$ cat config.mk
export PLATFORM = sky130hd
export DESIGN_NAME = uart_tx_frame
export DESIGN_NICKNAME = d
export VERILOG_FILES = /design/src/rtl/uart_tx_frame.sv
export SDC_FILE = /design/constraint.sdc
export NUM_CORES = 1
export LEC_CHECK = 0
export ABC_AREA = 1
export CORE_UTILIZATION = 45
export DETAILED_ROUTE_END_ITERATION = 6
export PLACE_DENSITY = 0.66
export SLEW_MARGIN = 15
export SYNTH_ARGS = -nofsm -noshare
export SYNTH_HDL_FRONTEND = slang
export SYNTH_SLANG_ARGS = --single-unit
$ cat constraint.sdc
create_clock -name clk -period 2.5 [get_ports clk]
set_clock_uncertainty 0.15 [all_clocks]
set_input_delay 0.5 -clock clk [delete_from_list [all_inputs] [get_ports clk]]
set_output_delay 0.5 -clock clk [all_outputs]
set_load 0.005 [all_outputs]
$ cat src/rtl/uart_tx_frame.sv
// UART transmitter: start bit, LSB-first data, optional parity, one stop bit.
// Each serial bit is held for a latched prescale count of clk cycles (0 means 32).
module uart_tx_frame #(
  parameter int unsigned DATA_WIDTH = 8
) (
  input  logic                  clk,
  input  logic                  rst,
  input  logic [DATA_WIDTH-1:0] P_DATA,
  input  logic                  Data_Valid,
  input  logic                  PAR_EN,
  input  logic                  PAR_TYP,
  input  logic [4:0]            prescale,
  output logic                  TX_OUT,
  output logic                  busy
);

  localparam int unsigned CNT_W = 5;
  localparam int unsigned IDX_W = (DATA_WIDTH > 1) ? $clog2(DATA_WIDTH) : 1;

  typedef enum logic [2:0] {
    IDLE   = 3'd0,
    START  = 3'd1,
    DATA   = 3'd2,
    PARITY = 3'd3,
    STOP   = 3'd4
  } state_e;

  state_e                state_q;
  logic [CNT_W-1:0]      cnt_q;
  logic [CNT_W-1:0]      pre_q;
  logic [IDX_W-1:0]      idx_q;
  logic [DATA_WIDTH-1:0] data_q;
  logic                  par_en_q;
  logic                  par_bit_q;
  logic                  tx_q;
  logic                  busy_q;
  logic                  bit_end_c;

  // A prescale of 0 wraps to 31 here, which gives 32-cycle bits for free.
  assign bit_end_c = (cnt_q == CNT_W'(pre_q - CNT_W'(1)));

  always_ff @(posedge clk) begin
    if (rst) begin
      state_q   <= IDLE;
      cnt_q     <= '0;
      pre_q     <= '0;
      idx_q     <= '0;
      data_q    <= '0;
      par_en_q  <= 1'b0;
      par_bit_q <= 1'b0;
      tx_q      <= 1'b1;
      busy_q    <= 1'b0;
    end else if (state_q == IDLE) begin
      if (Data_Valid) begin
        state_q   <= START;
        cnt_q     <= '0;
        pre_q     <= prescale;
        data_q    <= P_DATA;
        par_en_q  <= PAR_EN;
        par_bit_q <= (^P_DATA) ^ PAR_TYP;
        tx_q      <= 1'b0;
        busy_q    <= 1'b1;
      end
    end else if (!bit_end_c) begin
      cnt_q <= CNT_W'(cnt_q + CNT_W'(1));
    end else begin
      cnt_q <= '0;
      unique case (state_q)
        START: begin
          state_q <= DATA;
          idx_q   <= '0;
          tx_q    <= data_q[0];
        end
        DATA: begin
          if (idx_q == IDX_W'(DATA_WIDTH - 1)) begin
            state_q <= par_en_q ? PARITY : STOP;
            tx_q    <= par_en_q ? par_bit_q : 1'b1;
          end else begin
            idx_q  <= IDX_W'(idx_q + IDX_W'(1));
            data_q <= data_q >> 1;
            tx_q   <= data_q[1];
          end
        end
        PARITY: begin
          state_q <= STOP;
          tx_q    <= 1'b1;
        end
        default: begin
          state_q <= IDLE;
          tx_q    <= 1'b1;
          busy_q  <= 1'b0;
        end
      endcase
    end
  end

  assign TX_OUT = tx_q;
  assign busy   = busy_q;

endmodule

# Yosys cells after proc, flatten, opt, wreduce, memory -nomap -nowiden
# Cells that the tools add are included.
[totals]
mem_count = 0
output_inout_bits = 2
in_bits = 18
ramBits = 0
word_cells = 62
mem_bits_ro = 0
regBits = 28
latchBits = 0
[op_classes]
div = 0
addsub = 3
n_lt_le_gt_ge = 0
n_shift = 0
n_bitwise = 2
n_eq_ne = 10
n_mul = 0
muxes = 26
reduce_logical = 12
[op_table]
columns = ["cell", "count"]
rows = [
  ["$mux W8", 5],
  ["$mux W3", 6],
  ["$mux W5", 3],
  ["$mux W1", 9],
  ["$pmux W3 S3", 1],
  ["$reduce_and A4 Y1", 2],
  ["$reduce_xor A8 Y1", 1],
  ["$eq A3 B2 Y1 const B", 2],
  ["$ne A2 B2 Y1 const B", 3],
  ["$pmux W3 S2", 1],
  ["$reduce_and A3 Y1", 2],
  ["$reduce_bool A2 Y1", 3],
  ["$add A5 B1 Y5 const B", 1],
  ["$eq A5 B5 Y1", 1],
  ["$sub A5 B1 Y5 const B", 1],
  ["$reduce_and A2 Y1", 2],
  ["$add A3 B1 Y3 const B", 1],
  ["$eq A3 B1 Y1 const B", 1],
  ["$eq A3 B3 Y1 const B", 1],
  ["$logic_not A3 Y1", 1],
  ["$ne A3 B3 Y1 const B", 1],
  ["$reduce_or A3 Y1", 1],
  ["$ne A2 B1 Y1 const B", 1],
  ["$pmux W1 S2", 1],
  ["2 further kinds", 2],
]

# Logic depth before layout (Yosys ltp)
# Gate-level depths: netlist (run 1).
[logic_depth]
word_depth = 5
ltp_mapped = 14
ltp_nobuf = 13

# Least setup slack after synthesis (run 1)
# No wires, ideal clock.
[synth_timing]
kind = "flip-flop to flip-flop"
startpoint = "register pre_q[0]"
endpoint = "register data_q[1]"
n_path_buf = 1
required_time_ns = 2.235
path_slack_ns = 0.765
stages_incl_launch_ff = 15
period_less_slack_ns = 1.735
arrival_ns = 1.470
setup_time_ns = 0.115
cell_sequence = "dfxtp_1 -> inv_2 -> ha_1 -> inv_1 -> nand2_1 -> nand2_1 -> nor2_1 -> nand2_1 -> nor2_2 -> nand3_2 -> nand2_4 -> buf_6 -> nand3_1 -> nand2_1 -> nor2_1"
[synth_between]
elab_chain_len = 4
[synth_rtl]
columns = ["element", "line", "rtl"]
rows = [
  ["start: declaration", "30", "logic [CNT_W-1:0] pre_q;"],
  ["start signal: assignment", "57", "pre_q <= prescale;"],
  ["$sub A5 B1 Y5", "40", "assign bit_end_c = (cnt_q == CNT_W'(pre_q - CNT_W'(1)));"],
  ["$eq A5 B5 Y1", "40", ""],
  ["$reduce_bool A2 Y1 (no line)", "-", ""],
  ["$reduce_and A4 Y1 (no line)", "-", ""],
  ["end signal: assignment", "80", "data_q <= data_q >> 1;"],
  ["end: declaration", "32", "logic [DATA_WIDTH-1:0] data_q;"],
]
# No other way between the ends.
# A chain may end at the register's enable or synchronous reset.

# Worst setup path after layout (run 1)
[layout_timing]
startpoint = "register pre_q[0]"
endpoint = "register data_q[5]"
# The elaborated chain is that of the path after synthesis.

==> impl_metrics.py, run 1 <==
metrics = {
    "outcome": {
        "outcome": "finished clean",
    },
    "placed_design": {
        "dp_hpwl_um": 2580,
        "pre_cts_slack_ns": 0.426,
        "place_congestion": 0.771,
        "portBuffers": 19,
    },
    "worst_setup_path": {
        "critPathMaxFanout": 21,
        "cp.required_ns": 2.53,
        "cp_common_cell": "nand2_1",
        "reg2reg_from": "pre_q[0]$_SDFFE_PP0P_",
        "worst-r2r-cell-count": 13,
        "worstSetupEndpointType": "flip-flop",
        "r2r-end": "data_q[5]$_SDFFE_PP0P_",
        "max_stage_delay_ns": 0.36,
        "path_buf_inv": 2,
        "rrSetupSlack_ns": 0.57,
        "start_kind": "flip-flop",
        "crit_arrival_ns": 1.96,
        "path_delay_family": "simple AND/OR/NAND/NOR gates",
        "path_cells": "inv_2 -> ha_1 -> inv_1 -> nand2_1 -> nand2_1 -> nor2_1 -> nand2_1 -> nor2_2 -> nand3_2 -> nand2_4 -> nand3_1 -> nand2_1 -> nor2_1",
        "path_class": "flip-flop to flip-flop",
        "slowest_stage": "dfxtp_1",
    },
    "synthesis": {
        "syn-num-nets": 287,
        "yosys.cell_types.count": 28,
        "synth_top_cell_area_share_pct": 32.6,
        "yosysTopAreaCell": "dfxtp_1",
        "synth.area.top_cells": "dfxtp_1, nand2_1, a21oi_1, inv_1, nand3_1",
        "synth_common_cells": "nand2_1, dfxtp_1, inv_1",
        "synth_async_sr_flop_share_pct": 0,
        "synthesis.area_sq_um": 1720,
        "synth_edf_count": 0,
        "ys_seq_area_share_pct": 32.6,
        "synth-seq-cells": 28,
        "yosys_warnings": 0,
        "syn_avg_cell_area_sq_um": 6.49,
        "netlist_instances": 265,
        "synth_ff_type": "dfxtp_1",
        "yosysMostFrequentCell": "nand2_1",
    },
    "flow_run": {
        "max_cap_viol_count": 0,
    },
    "layout": {
        "antenna_cells": 0,
        "fill_cells": 372,
        "postLayoutCoreUtil_pct": 54.1,
        "drive_gt1_share_pct": 13.5,
        "nets": 304,
        "syn_to_final_growth_pct": 15.2,
    },
    "pwr": {
        "p_per_area_nw_per_um2": 1090,
        "power_mw": 2.16,
        "irDropWorstVdd_mv": 0.516,
        "p_leak_nw": 0.892,
    },
    "cts": {
        "htreeDepth": 1,
        "clock_sinks": 28,
        "holdBufCountCts": 0,
        "cts_made_buffers": 3,
        "clk_path_buf_depth": 2,
        "ctsRootBufferMaster": "clkbuf_8",
        "tritoncts": "yes",
        "cts_resized": 0,
        "clkTransAtPathRegs_ns": 0.10,
        "cts_setup_buffers": 0,
        "clk_latency_ns": 0.28,
    },
    "floorplanning": {
        "rows": 22,
        "die_h_um": 63.8,
        "die_area_sq_um": 4070,
        "coreArea_sq_um": 3660,
        "start_util_pct": 47.0,
        "dieWidth_um": 63.8,
        "io_pins": 20,
    },
    "timing": {
        "slew_viol_final": 0,
        "max_freq_mhz": 518,
        "fin_ws_ns": 0.571,
        "fin_crit_sh_pct": 77.2,
        "finalCriticalPeriod_ns": 1.93,
        "setup_violations": 0,
        "rsz0062_at_grt": "no",
        "timing.setup.tns_ns": 0,
        "slew_headroom_pct": 70.0,
        "hold_viol": 0,
        "worstMarginPinSlew_ns": 0.449,
    },
    "routing": {
        "vias": 1572,
        "totalWireLength_um": 3460,
        "drt_pass1_iterations": 4,
        "avgRoutedWirePerCell_um": 10.5,
        "final_antenna_net_count": 0,
        "drc": 0,
        "initialDrtViolationCount": 96,
        "via_per_inst": 4.78,
    },
    "global_routing": {
        "grtUsageTotal_pct": 19.3,
        "grt_pass1_wl_um": 6360,
        "grt_overflow": 0,
        "antenna_found_initial": 0,
        "grt_max_degree": 22,
        "grt_pass1_vias": 1424,
    },
    "min_path": {
        "hold_path.class": "flip-flop to flip-flop",
        "holdPathEnd": "idx_q[1]$_SDFFE_PP0P_",
        "hold_start": "idx_q[1]$_SDFFE_PP0P_",
        "hold_depth": 2,
    },
}
-- final cells by class --
type,count,area [sq um],share of cell area [%]
well taps,48,60.1,3.03
repair buffers,21,205,10.4
flip-flops and latches,28,561,28.3
multi-input cells,189,953,48.1
clock buffers,4,55.1,2.78
inverters,39,146,7.39
-- worst max-delay path by stage --
stage,startpoint,to,depth (start not counted)
global placement,P_DATA[5],par_bit_q$_SDFFE_PP0P_,7
global route,pre_q[0]$_SDFFE_PP0P_,data_q[4]$_SDFFE_PP0P_,13
floorplan,pre_q[0]$_SDFFE_PP0P_,data_q[1]$_SDFFE_PP0P_,14
detailed placement,Data_Valid,data_q[7]$_SDFFE_PP0P_,8
CTS,pre_q[0]$_SDFFE_PP0P_,data_q[7]$_SDFFE_PP0P_,13
finish,pre_q[0]$_SDFFE_PP0P_,data_q[5]$_SDFFE_PP0P_,13
-- worst min-delay path, delay by kind of cell, from the launching register on --
family          cells  cell delay, ns
flops               1            0.32
simple gates        1            0.06
compound gates      1            0.05
-- cells by family after synthesis --
| group | synth area share, % |
|---|---|
| AO/OA/AOI/OAI | 13.6 |
| XOR/XNOR | 3.57 |
| adder cells (fa/ha/maj) | 2.91 |
| buffers and inverters | 11.9 |
| flip-flops | 32.6 |
| AND/OR/NAND/NOR | 35.4 |
-- cells in the final DEF, fill, tap and decap left out --
cell type         n
nand2_1          76
dfxtp_1          28
inv_1            28
a21oi_1          23
nand3_1          20
nor2_1           19
clkdlybuf4s50_1  19
o21ai_0          14
inv_2            10
nor2_2            6
a21oi_2           5
xnor2_1           4
nand2_2           4
ha_1              4
clkbuf_8          4
xor2_1            3
nand3_2           3
nand2_4           2
nand4_1           2
buf_4             2
or2_2             1
clkinv_1          1
nor2_4            1
o21ai_1           1
or2_1             1
-- per-stage QoR --
stage,hold slack [ns],area [sq um],cells
CTS,0.327,1980,329
floorplan,0.297,1720,265
finish,0.326,1980,329
global placement,0.310,1930,325
global route,0.361,1980,329
detailed placement,0.313,1930,325
-- sequential cells by signal, indices dropped and copies added, names as in the netlist --
| name | count |
|---|---|
| pre_q | 5 |
| cnt_q | 5 |
| par_en_q | 1 |
| idx_q | 3 |
| state_q | 3 |
| busy | 1 |
| TX_OUT | 1 |
| par_bit_q | 1 |
| data_q | 8 |
-- metal layers --
metal	GRT usage (%)	up-vias	part of all wire (%)
li1	-	855	-
met1	26.0	694	51
met2	32.8	18	46
met3	2.32	5	2.9
met4	4.26	0	0.81
met5	0	-	0
-- where the power goes --
| group | internal (mW) | switching [mW] | leakage (nW) |
|---|---|---|---|
| clock network | 0.141 | 0.147 | 0.0288 |
| logic | 0.404 | 0.776 | 0.633 |
| registers | 0.596 | 0.0959 | 0.230 |
Note: power is estimated with default switching activity, not from simulation.
==> inputs of run 2 (changes only) <==
Settings changed: PLACE_DENSITY 0.66 to 0.69.
Clock period 2.5 ns to 1.7 ns, I/O delays scaled along.
==> run 2 against run 1 <==
Against the previous run: the run now ends with negative setup slack left; routed wire length is 13% higher; combinational power is 81% higher; design area grew 11%; fmax rose by 4.5%; first-iteration DRC count shrank 24%; sequential share of layout area fell by 2.6 points; non-clock buffer count increased by 18; highest routed layer unchanged.
==> impl_metrics.py, run 2 (synthesis results as in run 1) <==
metrics = {
    "layout": {
        "drive_gt1_share_pct": 22.0,
        "largest_register": "data_q",
        "final_cell_mix": "nand2_1, dfxtp_1, inv_1, a21oi_1",
        "fin_cells": 348,
        "antenna_cells": 0,
        "reg_top3": "data_q x8, cnt_q x5, pre_q x5",
        "postLayoutCoreUtil_pct": 59.9,
        "largest_reg_flops": 8,
        "nets": 324,
        "layout_commonest_cell": "nand2_1",
        "syn_to_final_growth_pct": 27.7,
        "design_area_sq_um": 2190,
    },
    "global_routing": {
        "grt_overflow": 0,
        "antenna_found_initial": 0,
        "grtUsageTotal_pct": 21.5,
        "grt_max_degree": 17,
        "grt_pass1_wl_um": 6960,
        "grt_pass1_vias": 1639,
    },
    "outcome": {
        "outcome": "complete, but fails checks",
        "violations": "negative setup slack",
    },
    "timing": {
        "finalCriticalPeriod_ns": 1.85,
        "hold_viol": 0,
        "worstMarginPinSlew_ns": 0.307,
        "slew_headroom_pct": 79.4,
        "timing.setup.tns_ns": -1.95,
        "rsz0062_at_grt": "yes",
        "fin_ws_ns": -0.147,
        "fin_crit_sh_pct": 109,
        "setup_violations": 20,
        "max_freq_mhz": 542,
        "slew_viol_final": 0,
    },
    "worst_setup_path": {
        "path_class": "flip-flop to flip-flop",
        "worstSetupEndpointType": "flip-flop",
        "slowest_stage": "dfxtp_2",
        "critPathMaxFanout": 5,
        "start_kind": "flip-flop",
        "path_cells": "inv_2 -> ha_4 -> inv_2 -> nand2_2 -> nand2_1 -> nor2_1 -> nand2_1 -> nor2_4 -> nand3_4 -> nand2_4 -> nand3_1 -> nand2_1 -> nor2_1",
        "cp.required_ns": 1.73,
        "rrSetupSlack_ns": -0.15,
        "cp_common_cell": "nand2_1",
        "crit_arrival_ns": 1.87,
        "path_delay_family": "simple AND/OR/NAND/NOR gates",
        "max_stage_delay_ns": 0.35,
        "path_buf_inv": 2,
    },
    "pwr": {
        "switching_share_pct": 47.4,
        "seqPwrFrac_pct": 29.1,
        "p_per_area_nw_per_um2": 1610,
        "comb_power_share_pct": 60.5,
        "power_mw": 3.54,
        "p_clk_share_pct": 10.4,
        "internal_power_mw": 1.86,
        "p_switching_mw": 1.68,
        "irDropWorstVdd_mv": 0.969,
        "p_leak_nw": 0.994,
    },
    "floorplanning": {
        "die_area_sq_um": 4070,
        "start_util_pct": 47.0,
        "io_pins": 20,
        "dieWidth_um": 63.8,
        "die_h_um": 63.8,
        "coreArea_sq_um": 3660,
        "rows": 22,
    },
    "routing": {
        "avgRoutedWirePerCell_um": 11.3,
        "drt_pass1_iterations": 4,
        "initialDrtViolationCount": 73,
        "vias": 1685,
        "met3_length_um": 80,
        "wl_met2_um": 1930,
        "final_antenna_net_count": 0,
        "via_per_inst": 4.84,
        "wl_met1_um": 1850,
        "top_layer": "met4",
        "drc": 0,
        "totalWireLength_um": 3920,
    },
    "cts": {
        "clk_path_buf_depth": 2,
        "cts_made_buffers": 3,
        "clock_sinks": 28,
        "clk_latency_ns": 0.28,
        "tritoncts": "yes",
        "clkTransAtPathRegs_ns": 0.10,
        "htreeDepth": 1,
        "ctsRootBufferMaster": "clkbuf_8",
    },
    "min_path": {
        "hold_path.class": "flip-flop to flip-flop",
    },
    "placed_design": {
        "dp.cells": 342,
        "placed_area_sq_um": 2070,
        "dp_hpwl_um": 2800,
        "portBuffers": 19,
        "place_congestion": 0.831,
    },
    "flow_run": {
        "max_cap_viol_count": 0,
    },
}
## run 2: what timing repair did
action	4_1_cts	5_1_grt
gates cloned	1	1
buffers inserted	0	1
hold buffers	0	0
gates resized for setup	8	6
pin swaps	3	2
endpoints found under the setup margin	20	26
## run 2: worst paths after layout
kind	from	end	cells past startpoint
worst max register to register	pre_q[0]$_SDFFE_PP0P_	data_q[7]$_SDFFE_PP0P_	13
worst min register to register	idx_q[1]$_SDFFE_PP0P_	idx_q[1]$_SDFFE_PP0P_	2
worst min-delay path	idx_q[1]$_SDFFE_PP0P_	idx_q[1]$_SDFFE_PP0P_	2
worst max-delay path	pre_q[0]$_SDFFE_PP0P_	data_q[7]$_SDFFE_PP0P_	13
## run 2: area by class of cell
class	count	area, sq um
flip-flops and latches	28	563
well taps	48	60.1
clock buffers	3	41.3
inverters	39	149
multi-input cells	191	1040
repair buffers	39	344
fillers	361	1470
## run 2: per-stage QoR
stage | hold WS (ns) | setup WS [ns]
final | 0.322 | -0.147
after global routing | 0.352 | -0.249
after floorplan | 0.297 | -0.0279
after CTS | 0.327 | -0.0978
after detailed placement | 0.313 | -0.206
after global placement | 0.309 | -0.181
## run 2: power by group through the flow
stage | registers [mW] | logic, mW | clock network [mW]
after CTS | 1.02 | 2.06 | 0.377
after global placement | 1.03 | 1.89 | 0
after floorplan | 1.01 | 1.52 | 0
after global routing | 1.06 | 2.42 | 0.403
final | 1.03 | 2.14 | 0.369
after detailed placement | 1.03 | 1.93 | 0
## run 2: worst register-to-register path: cells and delay by family (launching register included)
kind,cells,cell delay (ns)
adders and majority gates,1,0.26
DFF,1,0.35
buffers and inverters,2,0.08
and+or+nand+nor,10,0.90
## run 2: per-layer routing
metal  GRT usage (%)  vias up
li1                -      905
met1            25.7      755
met2            38.2       18
met3            4.46        7
met4            6.53        0
met5               0        -
